File: config.mk
export PLATFORM = sky130hd
export DESIGN_NAME = imm_ext_pipe
export DESIGN_NICKNAME = d
export VERILOG_FILES = /design/src/rtl/imm_ext_pipe.sv
export SDC_FILE = /design/constraint.sdc
export NUM_CORES = 1
export LEC_CHECK = 0
export ABC_AREA = 1
export BUFFER_PORTS_ARGS = -buffer_cell sky130_fd_sc_hd__buf_2
export CORE_UTILIZATION = 45
export CTS_BUF_LIST = sky130_fd_sc_hd__clkbuf_4
export DETAILED_ROUTE_END_ITERATION = 10
export HOLD_SLACK_MARGIN = 0.12
export SYNTH_ARGS = -nofsm -noshare
export SYNTH_HDL_FRONTEND = slang
export SYNTH_SLANG_ARGS = --single-unit
File: constraint.sdc
create_clock -name clk -period 2.01 [get_ports clk]
set_input_delay 0.201 -clock clk [delete_from_list [all_inputs] [get_ports clk]]
set_output_delay 0.201 -clock clk [all_outputs]
set_load 0.01 [all_outputs]
File: src/rtl/imm_ext_pipe.sv
// imm_ext_pipe: immediate extension stage (zero/sign/shift-merge/load-high) with a 2-entry valid/ready output buffer.
// Ports: clk, rst_n (async active-low), flush (sync clear of buffer and accumulator),
//        in_valid/in_ready/in_imm/in_mode upstream handshake, out_valid/out_ready/out_data downstream handshake.
// Optional IMM_EXT_OVF_FLAG_EN adds out_ovf, a per-entry flag marking significant bits lost by shift-merge or load-high.
module imm_ext_pipe #(
  parameter int IN_W  = 8,
  parameter int OUT_W = 16
) (
  input  logic             clk,
  input  logic             rst_n,
  input  logic             flush,
  input  logic             in_valid,
  output logic             in_ready,
  input  logic [IN_W-1:0]  in_imm,
  input  logic [1:0]       in_mode,
  output logic             out_valid,
  input  logic             out_ready,
  output logic [OUT_W-1:0] out_data
`ifdef IMM_EXT_OVF_FLAG_EN
  ,
  output logic             out_ovf
`endif
);
`ifdef IMM_EXT_OVF_FLAG_EN
  localparam int ACC_W = OUT_W;
`else
  // Without the flag only the bits that shift-merge carries forward are ever observable.
  localparam int ACC_W = OUT_W - IN_W;
`endif
  logic [1:0]       count_q, count_d;
  logic             hd_q, hd_d;
  logic [ACC_W-1:0] acc_q, acc_d;
  logic [OUT_W-1:0] mem_q [2];
  logic [OUT_W-1:0] mem_d [2];
  logic             push, pop, tl;
  logic [OUT_W-1:0] zx, sx, sm, lh, res;
`ifdef IMM_EXT_OVF_FLAG_EN
  logic             ovf_q [2];
  logic             ovf_d [2];
  logic             res_ovf;
  logic [OUT_W+IN_W-1:0] lh_w;
`endif
  assign in_ready  = count_q != 2'd2;
  assign out_valid = count_q != 2'd0;
  assign out_data  = mem_q[hd_q];
`ifdef IMM_EXT_OVF_FLAG_EN
  assign out_ovf   = ovf_q[hd_q];
`endif
  always_comb begin
    push = in_valid & in_ready;
    pop  = out_valid & out_ready;
    // Tail slot is the head when empty, the other slot when one entry is held.
    tl   = hd_q ^ count_q[0];
    zx   = {{(OUT_W-IN_W){1'b0}}, in_imm};
    sx   = {{(OUT_W-IN_W){in_imm[IN_W-1]}}, in_imm};
    sm   = {acc_q[OUT_W-IN_W-1:0], in_imm};
`ifdef IMM_EXT_OVF_FLAG_EN
    // Widened shift keeps any bits pushed past OUT_W visible for the flag.
    lh_w    = {{OUT_W{1'b0}}, in_imm} << (OUT_W - IN_W);
    lh      = lh_w[OUT_W-1:0];
    res_ovf = in_mode == 2'd2 ? |acc_q[OUT_W-1:OUT_W-IN_W] :
              in_mode == 2'd3 ? |lh_w[OUT_W+IN_W-1:OUT_W] : 1'b0;
`else
    lh   = {in_imm, {(OUT_W-IN_W){1'b0}}};
`endif
    res  = in_mode == 2'd0 ? zx :
           in_mode == 2'd1 ? sx :
           in_mode == 2'd2 ? sm : lh;
    count_d = flush ? 2'd0 : 2'(count_q + {1'b0, push} - {1'b0, pop});
    hd_d    = flush ? hd_q : hd_q ^ pop;
    acc_d   = flush ? '0 : push ? res[ACC_W-1:0] : acc_q;
    mem_d   = mem_q;
    if (push && !flush) mem_d[tl] = res;
`ifdef IMM_EXT_OVF_FLAG_EN
    ovf_d   = ovf_q;
    if (flush) ovf_d = '{default: 1'b0};
    else if (push) ovf_d[tl] = res_ovf;
`endif
  end
  always_ff @(posedge clk or negedge rst_n) begin
    if (!rst_n) begin
      count_q <= '0;
      hd_q    <= 1'b0;
      acc_q   <= '0;
      mem_q   <= '{default: '0};
`ifdef IMM_EXT_OVF_FLAG_EN
      ovf_q   <= '{default: 1'b0};
`endif
    end else begin
      count_q <= count_d;
      hd_q    <= hd_d;
      acc_q   <= acc_d;
      mem_q   <= mem_d;
`ifdef IMM_EXT_OVF_FLAG_EN
      ovf_q   <= ovf_d;
`endif
    end
  end
endmodule

Word level (Yosys, flattened, before mapping). Cells that the tools add are included.

Bits in registers: 43. Output and inout bits: 18.

$add $sub $neg: 2. Order comparisons: 3. Equal/unequal tests: 3. Multiplexer cells: 12. Bitwise logic cells: 6. Reductions and logical operators: 6.

Operators with widths (count): 2-to-1 mux 16 bit (7); bitwise mux 32 bit (1); demux 16 bit (select 1 bit) (1); 2-to-1 mux 8 bit (2); >= comparator 2 bit (second input constant) (2); inverter 1 -> 2 bit (2); nonzero test 2 bit (2); adder 2 x 1 -> 2 bit (1); bitwise AND 1 bit (2); == test 2 x 1 -> 1 bit (second input constant) (1); == test 2 bit (second input constant) (1); logical AND 1 bit (2); logical NOT 2 bit (1); less-than comparator 2 x 1 -> 1 bit (second input constant) (1); 2-to-1 mux 2 bit (1); inequality test 2 bit (second input constant) (1); subtractor 2 x 1 -> 2 bit (1); XOR 1 bit (2); logical NOT 1 bit (1).

Depth between registers and ports, before layout. Gate-level depths: netlist of run 1.

Depth in word-level cells: 7. Gate-level depth with buffers: 9.

Least setup slack after synthesis of run 1. OpenSTA, ideal clock, no wires.

Path type: register -> register. Start point: register count_q[1]. End point: register count_q[1]. Library setup time: 119 ps. Arrival: 1268 ps. Data required time: 1891 ps. Setup slack: 623 ps. Cell stages (with the launch flop): 6. Period minus slack after synthesis: 1387 ps. Cell sequence: dfrtp_1 -> o21a_1 -> ha_1 -> or2_2 -> a21oi_1 -> nor2_1.

Cells in the longest elaborated chain, start to end: 5.

RTL lines: start: declaration (line 30) `logic [1:0] count_q, count_d;`; start signal: assignment (line 90) `count_q <= count_d;`; inequality test 2 bit (line 43) `assign in_ready = count_q != 2'd2;`; bitwise AND 1 bit (line 50) `push = in_valid & in_ready;`; adder 2 x 1 -> 2 bit (line 69) `count_d = flush ? 2'd0 : 2'(count_q + {1'b0, push} - {1'b0, pop});`; subtractor 2 x 1 -> 2 bit * (line 69); 2-to-1 mux 2 bit * (line 69); named net count_d[1] (line 30).

Mark *: on every way through the listed nets, which the timed path passes. The rest lies on a longest branch. A chain may end at the register's enable or synchronous reset.

Worst setup path after layout of run 1.
Start point: input port flush. End point: register mem_q[15] (netlist name).

Cells in the longest elaborated chain, start to end: 2.

RTL lines: start: declaration (line 11) `input logic flush,`; logical NOT 1 bit (line 73) `if (push && !flush) mem_d[tl] = res;`; logical AND 1 bit (line 73); end signal: assignment (line 93) `mem_q <= mem_d;`; end: declaration (line 33) `logic [OUT_W-1:0] mem_q [2];`.

No other way between the ends.

==> flow_metrics.tcl, run 1 <==
set metrics [dict create \
    wl_per_cell_um 12.4 \
    grt_use_total_pct 21.1 \
    ant_nets 0 \
    worst_hold_path_type "primary input to flip-flop" \
    cp_slowest_stage_delay_ns 0.54 \
    p_seq_share_pct 38.9 \
    ys_types 21 \
    initial_core_util_pct 46.6 \
    path_delay_family "simple AND/OR/NAND/NOR gates" \
    period_minus_slack_ns 1.59 \
    synth_edf_count 0 \
    grt.overflow.total 0 \
    setup_ws_ns 0.422 \
    crit_type "primary input to flip-flop" \
    hold_viol 0 \
    end_kind "flip-flop" \
    io_pins 33 \
    crit_buf_inv 3 \
    swShare_pct 42.4 \
    grt_max_degree 22 \
    p_sw_mw 1.47 \
    path_max_fanout 19 \
    hold_start "in_imm[2]" \
    ys.flop_type "dfrtp_1" \
    crit_chain "dlygate4sd3_1, buf_2, inv_1, nand3_4, nor2_4, nand2_1, nand2_1" \
    ys_seq_elements 43 \
    io_buffers 32 \
    met1_usage_pct 30.2 \
    row_count 26 \
    powerDensity_nw_per_um2 1290 \
    cp_slowest_cell "dlygate4sd3_1" \
    post_synth_and_or_nand_nor_area_fraction_pct 28.2 \
    status "completed" \
    synthesis.nets 335 \
    cts.sinks 43 \
    synthCells 318 \
    critPathRequiredTime_ns 2.31 \
    reg2reg_slack_ns 0.45 \
    netlist_area_um2 2380 \
    area_delta_synth_final_pct 12.5 \
    clk_latency_ns 0.35 \
    synth.area.mux_share_pct 0 \
    ys_seq_area_share_pct 45.2 \
    clock_path_buffers 2 \
    synth-adder-area-share_pct 1.05 \
    synthArstFlopShare_pct 100 \
    synth_top_family_by_area "simple AND/OR/NAND/NOR gates" \
    viasPerCell 4.66 \
    synth_top_area_share_pct 45.2 \
    numCtsBuffers 5 \
    cp-start-kind "primary input" \
    synth.area.top_cells "dfrtp_1 45%, nand2_1 18%, o21bai_1 10%, inv_1 7.3%, nand3_1 5.3%" \
    vias 1973 \
    rsz0062_at_grt "no" \
    drv_cap 0 \
    power_leakage_nw 1.49 \
    timing.fmax_ghz 0.630 \
    die_w_um 74.7 \
    hold_slack_ns 0.197 \
    cts_tree "built" \
    grt_most_used_layer "met2" \
    stdcell_count 423 \
    r2r_end "mem_q[15]" \
    htree_levels 2 \
    clock_skew_ns 0.00869 \
    hpwl_mm 3.82 \
    die_h_um 74.7 \
    final_nets 369 \
    pre_cts_ws_ns 0.460 \
    worstMarginPinSlew_ns 0.382 \
    layout-drive-gt1-share_pct 16.1 \
    finalSetupTns_ns 0 \
    synth_xor_area_share_pct 0 \
    r2r_cells 6 \
    core_area_um2 5110 \
    cp_common_cell "nand2_1" \
    yosysMostFrequentCell "nand2_1" \
    arrival_ns 1.89 \
    p_int_mw 1.99 \
    yosys_warnings 0 \
    drv_slew 0 \
    yosysTopAreaCell "dfrtp_1" \
    synthTopCellsByCount "115 x nand2_1, 46 x inv_1, 43 x dfrtp_1" \
    slew_headroom_pct 74.5 \
    die_area_um2 5580 \
    cts_root_buf "clkbuf_4" \
    gp_congestion 0.837 \
    first_pass_iters 4 \
    holdPathStages 5 \
    vdd.ir_drop.worst_mv 0.570 \
    postSynthAreaPerCell_um2 7.48 \
    setup_violations 0 \
    use_met3_pct 3.21 \
    r2r_start "count_q[0]" \
    cts.repair.resized 0 \
    use_met2_pct 33.5 \
    hold_end "mem_q[18]" \
    path_clk_slew_ns 0.13 \
    antenna_found_initial 0 \
    detail_route.iter0.violations 105 \
    drc 0 \
    antennaDiodeCount 0 \
    synth_compound_area_share_pct 14.4 \
    pwr-share-comb_pct 48.5 \
    grt_pass1_wl_mm 8.77 \
    grt_pass1_vias 1874 \
    routed_wl_mm 5.25 \
    pwr-share-clk_pct 12.6 \
    period_share_pct 79.0 \
    placedCellCount 413 \
]
-- how the worst max path moves through the flow --
stage               startpoint  slack [ns]  cells past startpoint          to
floorplan           count_q[1]        0.62                      5  count_q[1]
global placement    count_q[0]        0.44                      6   mem_q[15]
detailed placement  count_q[0]        0.46                      6   mem_q[15]
CTS                      flush        0.42                      7   mem_q[15]
global route        count_q[0]        0.28                      6   mem_q[15]
finish                   flush        0.42                      7   mem_q[15]
-- per-stage QoR --
| stage | total power [mW] | util, % | area (um2) |
|---|---|---|---|
| 2_1_floorplan | 2.56 | - | 2380 |
| 3_3_place_gp | 3.04 | 50.9 | 2600 |
| 3_5_place_dp | 3.06 | 50.9 | 2600 |
| 4_1_cts | 3.50 | 52.4 | 2680 |
| 5_1_grt | 3.80 | 52.4 | 2680 |
| 6_report | 3.46 | 52.4 | 2680 |
-- logic make-up after synthesis --
logic type	count (synthesis)
simple gates	158
flops	43
compound gates	52
fa+ha+maj	2
buf+inv	63
-- placed cells by master (no fill, tap or decap), types with 6 or more instances in the layout --
cell,netlist,layout
nand2_1,115,115
inv_1,46,46
dfrtp_1,43,43
o21bai_1,32,32
buf_2,8,32
nand3_1,25,25
o21ai_0,17,17
nor2_1,10,10
buf_4,1,7
clkbuf_4,0,6
-- per-layer routing --
metal  wire, um  up-vias
met4         50        0
li1           -     1047
met1       2690      895
met5          0        -
met3         97        5
met2       2410       26
-- sequential cells by signal (all words and copies together) (netlist names) --
| signal | flops |
|---|---|
| acc_q | 8 |
| count_q | 2 |
| hd_q | 1 |
| mem_q | 32 |
-- cell type report --
class / instances / area [um2]
Sequential cell: 43 / 1080
Timing Repair Buffer: 41 / 233
Inverter: 49 / 184
Multi-Input combinational cell: 212 / 1040
Tap cell: 70 / 87.6
Clock buffer: 6 / 45.0
Clock inverter: 2 / 12.5
Fill cell: 532 / 2430
-- power groups by stage --
stage,registers (mW),clock network [mW],logic (mW)
after floorplan,1.33,0,1.23
after global placement,1.36,0,1.67
after detailed placement,1.37,0,1.69
after global routing,1.39,0.480,1.93
after CTS,1.35,0.451,1.70
final,1.35,0.434,1.68
-- worst register-to-register path: stages, from the launching register on --
cell and delay (ns):
dfrtp_1 0.48, inv_2 0.09, nand2_4 0.09, nand3_4 0.23
nor2_4 0.40, nand2_1 0.13, nand2_1 0.09
-- repair_timing --
item,CTS,global route
buffers inserted,0,0
hold buffers,2,0
endpoints found under the hold margin,15,0
Note: power is estimated with default switching activity, not from simulation.
==> run 2: changes to the inputs <==
Settings changed: ABC_AREA 1 to 0, PLACE_DENSITY set to 0.68.
Clock period 2.01 ns to 1.3 ns, I/O delays scaled along.
==> run 2 against run 1 <==
Against the previous run: the run now ends with setup timing left; worst hold slack lost 0.013 ns; cell count shrank 38%; sequential power grew 59%; worst setup slack lost 0.75 ns; flip-flop and latch count is the same; clock power grew 53%; critical endpoint is now mem_q[24]; largest power group unchanged.
==> flow_metrics.tcl, run 2 <==
set metrics [dict create \
    status "finished with violations" \
    violations "setup timing" \
    vias 1402 \
    period_share_pct 125 \
    grt_most_used_layer "met2" \
    row_count 24 \
    use_met3_pct 4.22 \
    yosysMostFrequentCell "mux2_2" \
    use_met2_pct 30.8 \
    placedCellCount 248 \
    layout_common_cells "43 x dfrtp_1, 37 x mux2_2, 30 x buf_2" \
    cp-start-kind "flip-flop" \
    vdd.ir_drop.worst_mv 0.979 \
    grt_pass1_vias 1496 \
    ys.flop_type "dfrtp_1" \
    worstMarginPinSlew_ns 0.359 \
    fillerInstances 362 \
    synth_compound_area_share_pct 7.73 \
    die_w_um 71.4 \
    powerDensity_nw_per_um2 2120 \
    hold_end "acc_q[3]" \
    path_clk_slew_ns 0.14 \
    period_minus_slack_ns 1.63 \
    area_delta_synth_final_pct 24.6 \
    die_area_um2 5100 \
    hold_start "in_imm[3]" \
    hpwl_mm 3.15 \
    setup_violations 59 \
    synthCells 156 \
    detail_route.iter0.violations 71 \
    regMostFlops "mem_q" \
    slew_headroom_pct 76.0 \
    ys_seq_area_share_pct 49.6 \
    antennaDiodeCount 0 \
    wl_per_cell_um 17.3 \
    synthesis.nets 173 \
    met1_usage_pct 27.3 \
    r2r_end "mem_q[24]" \
    reg2reg_slack_ns -0.33 \
    crit_type "flip-flop to flip-flop" \
    drc 0 \
    synth_top_area_share_pct 49.6 \
    critPathRequiredTime_ns 1.55 \
    gp_congestion 0.744 \
    synth-adder-area-share_pct 1.15 \
    clock_skew_ns 0.00852 \
    io_pins 33 \
    synth_top_family_by_area "multiplexers" \
    r2r_cells 4 \
    synth_edf_count 0 \
    regArea_um2 1080 \
    cts.sinks 43 \
    mostFrequentLayoutCell "dfrtp_1" \
    final_nets 225 \
    die_h_um 71.4 \
    ys_types 26 \
    grt_use_total_pct 19.7 \
    netlist_area_um2 2170 \
    stdcell_count 261 \
    numCtsBuffers 5 \
    hold_viol 0 \
    postSynthAreaPerCell_um2 13.9 \
    synth.area.top_cells "dfrtp_1 50%, mux2_2 23%, mux2_4 6.9%, a22o_1 3.2%, a21o_1 2.4%" \
    power_leakage_nw 1.35 \
    first_pass_iters 4 \
    layout-drive-gt1-share_pct 60.8 \
    synthArstFlopShare_pct 100 \
    yosys_warnings 0 \
    holdPathStages 3 \
    clk_latency_ns 0.35 \
    timing.fmax_ghz 0.615 \
    cp_slowest_cell "dfrtp_1" \
    drv_slew 0 \
    path_max_fanout 8 \
    arrival_ns 1.88 \
    worst_hold_path_type "primary input to flip-flop" \
    setup_ws_ns -0.327 \
    reg_top3 "mem_q x32, acc_q x8, count_q x2" \
    clock_path_buffers 2 \
    grt_pass1_wl_mm 7.69 \
    routed_wl_mm 4.51 \
    core_area_um2 4500 \
    synth_xor_area_share_pct 1.21 \
    yosysTopAreaCell "dfrtp_1" \
    hold_slack_ns 0.184 \
    end_kind "flip-flop" \
    post_synth_and_or_nand_nor_area_fraction_pct 7.15 \
    ant_nets 0 \
    synthTopCellsByCount "45 x mux2_2, 43 x dfrtp_1, 10 x mux2_4" \
    initial_core_util_pct 48.2 \
    drv_cap 0 \
    r2r_start "hd_q" \
    htree_levels 2 \
    grt.overflow.total 0 \
    synth.area.mux_share_pct 30.3 \
    rsz0062_at_grt "yes" \
    cts_tree "built" \
    largest_reg_flops 32 \
    ys_seq_elements 43 \
    multiInputGateArea_um2 1110 \
    viasPerCell 5.37 \
    crit_chain "or3_4, a21oi_4, buf_8, mux2_4" \
    finalSetupTns_ns -15.43 \
    cts_root_buf "clkbuf_4" \
    io_buffers 32 \
    cp_slowest_stage_delay_ns 0.43 \
    antenna_found_initial 0 \
    grt_max_degree 44 \
]
run 2: critical path: cells and delay by family, from the launching register on:
family	cells	cell delay, ns
simple gates	1	0.41
buf+inv	1	0.18
flops	1	0.43
mux	1	0.31
compound gates	1	0.20
run 2: timing repair:
item                                    in CTS  in global routing
endpoints found under the setup margin      60                 60
pin swaps                                    1                 13
hold endpoints to repair                    45                  0
hold buffers                                 2                  0
resized for setup                           15                 18
buffers inserted                             0                  4
run 2: worst max path at each step:
stage	slack (ns)	depth (start not counted)	startpoint	to
final	-0.33	4	hd_q	mem_q[24]
after global routing	-0.39	4	count_q[0]	mem_q[12]
after CTS	-0.31	6	count_q[1]	count_q[0]
after detailed placement	-0.32	4	hd_q	mem_q[31]
after global placement	-0.31	4	hd_q	mem_q[17]
after floorplan	-0.35	4	count_q[1]	mem_q[10]
run 2: logic make-up (layout without fill, tap and decap cells):
| kind of cell | Yosys count | after routing |
|---|---|---|
| muxes | 55 | 55 |
| DFF | 43 | 43 |
| and+or+nand+nor | 25 | 25 |
| AOI/OAI and AO/OA | 19 | 19 |
| buffers and inverters | 9 | 62 |
| xor gates and xnor gates | 3 | 3 |
| adders and majority gates | 2 | 2 |
run 2: final cells by class:
type                            instances  area share [%]
Inverter                                1           0.139
Timing Repair Buffer                   53            14.4
Sequential cell                        43            39.8
Clock buffer                            5            1.39
Tap cell                               52            2.41
Multi-Input combinational cell        104            41.1
Clock inverter                          3           0.740
run 2: metrics by stage:
step	setup WS (ns)	total power, mW	area [um2]	utilization, %
2_1_floorplan	-0.352	3.91	2170	-
3_3_place_gp	-0.315	4.61	2470	54.9
3_5_place_dp	-0.317	4.72	2470	54.9
4_1_cts	-0.309	5.53	2610	58.0
5_1_grt	-0.385	6.11	2700	60.0
6_report	-0.327	5.74	2700	60.0
run 2: metal layers:
metal / routed length [um] / vias to the layer above / part of all wire (%)
met4: 59 / 0 / 1.3
met2: 2140 / 34 / 47
met5: 0 / - / 0
met1: 2150 / 702 / 48
met3: 162 / 8 / 3.6
li1: - / 658 / -
run 2: power breakdown:
part	total [mW]	switching [mW]	leakage, nW	internal (mW)
logic	2.92	1.13	0.772	1.79
clock network	0.664	0.457	0.0272	0.207
registers	2.15	0.295	0.550	1.86
total	5.74	1.88	1.35	3.86
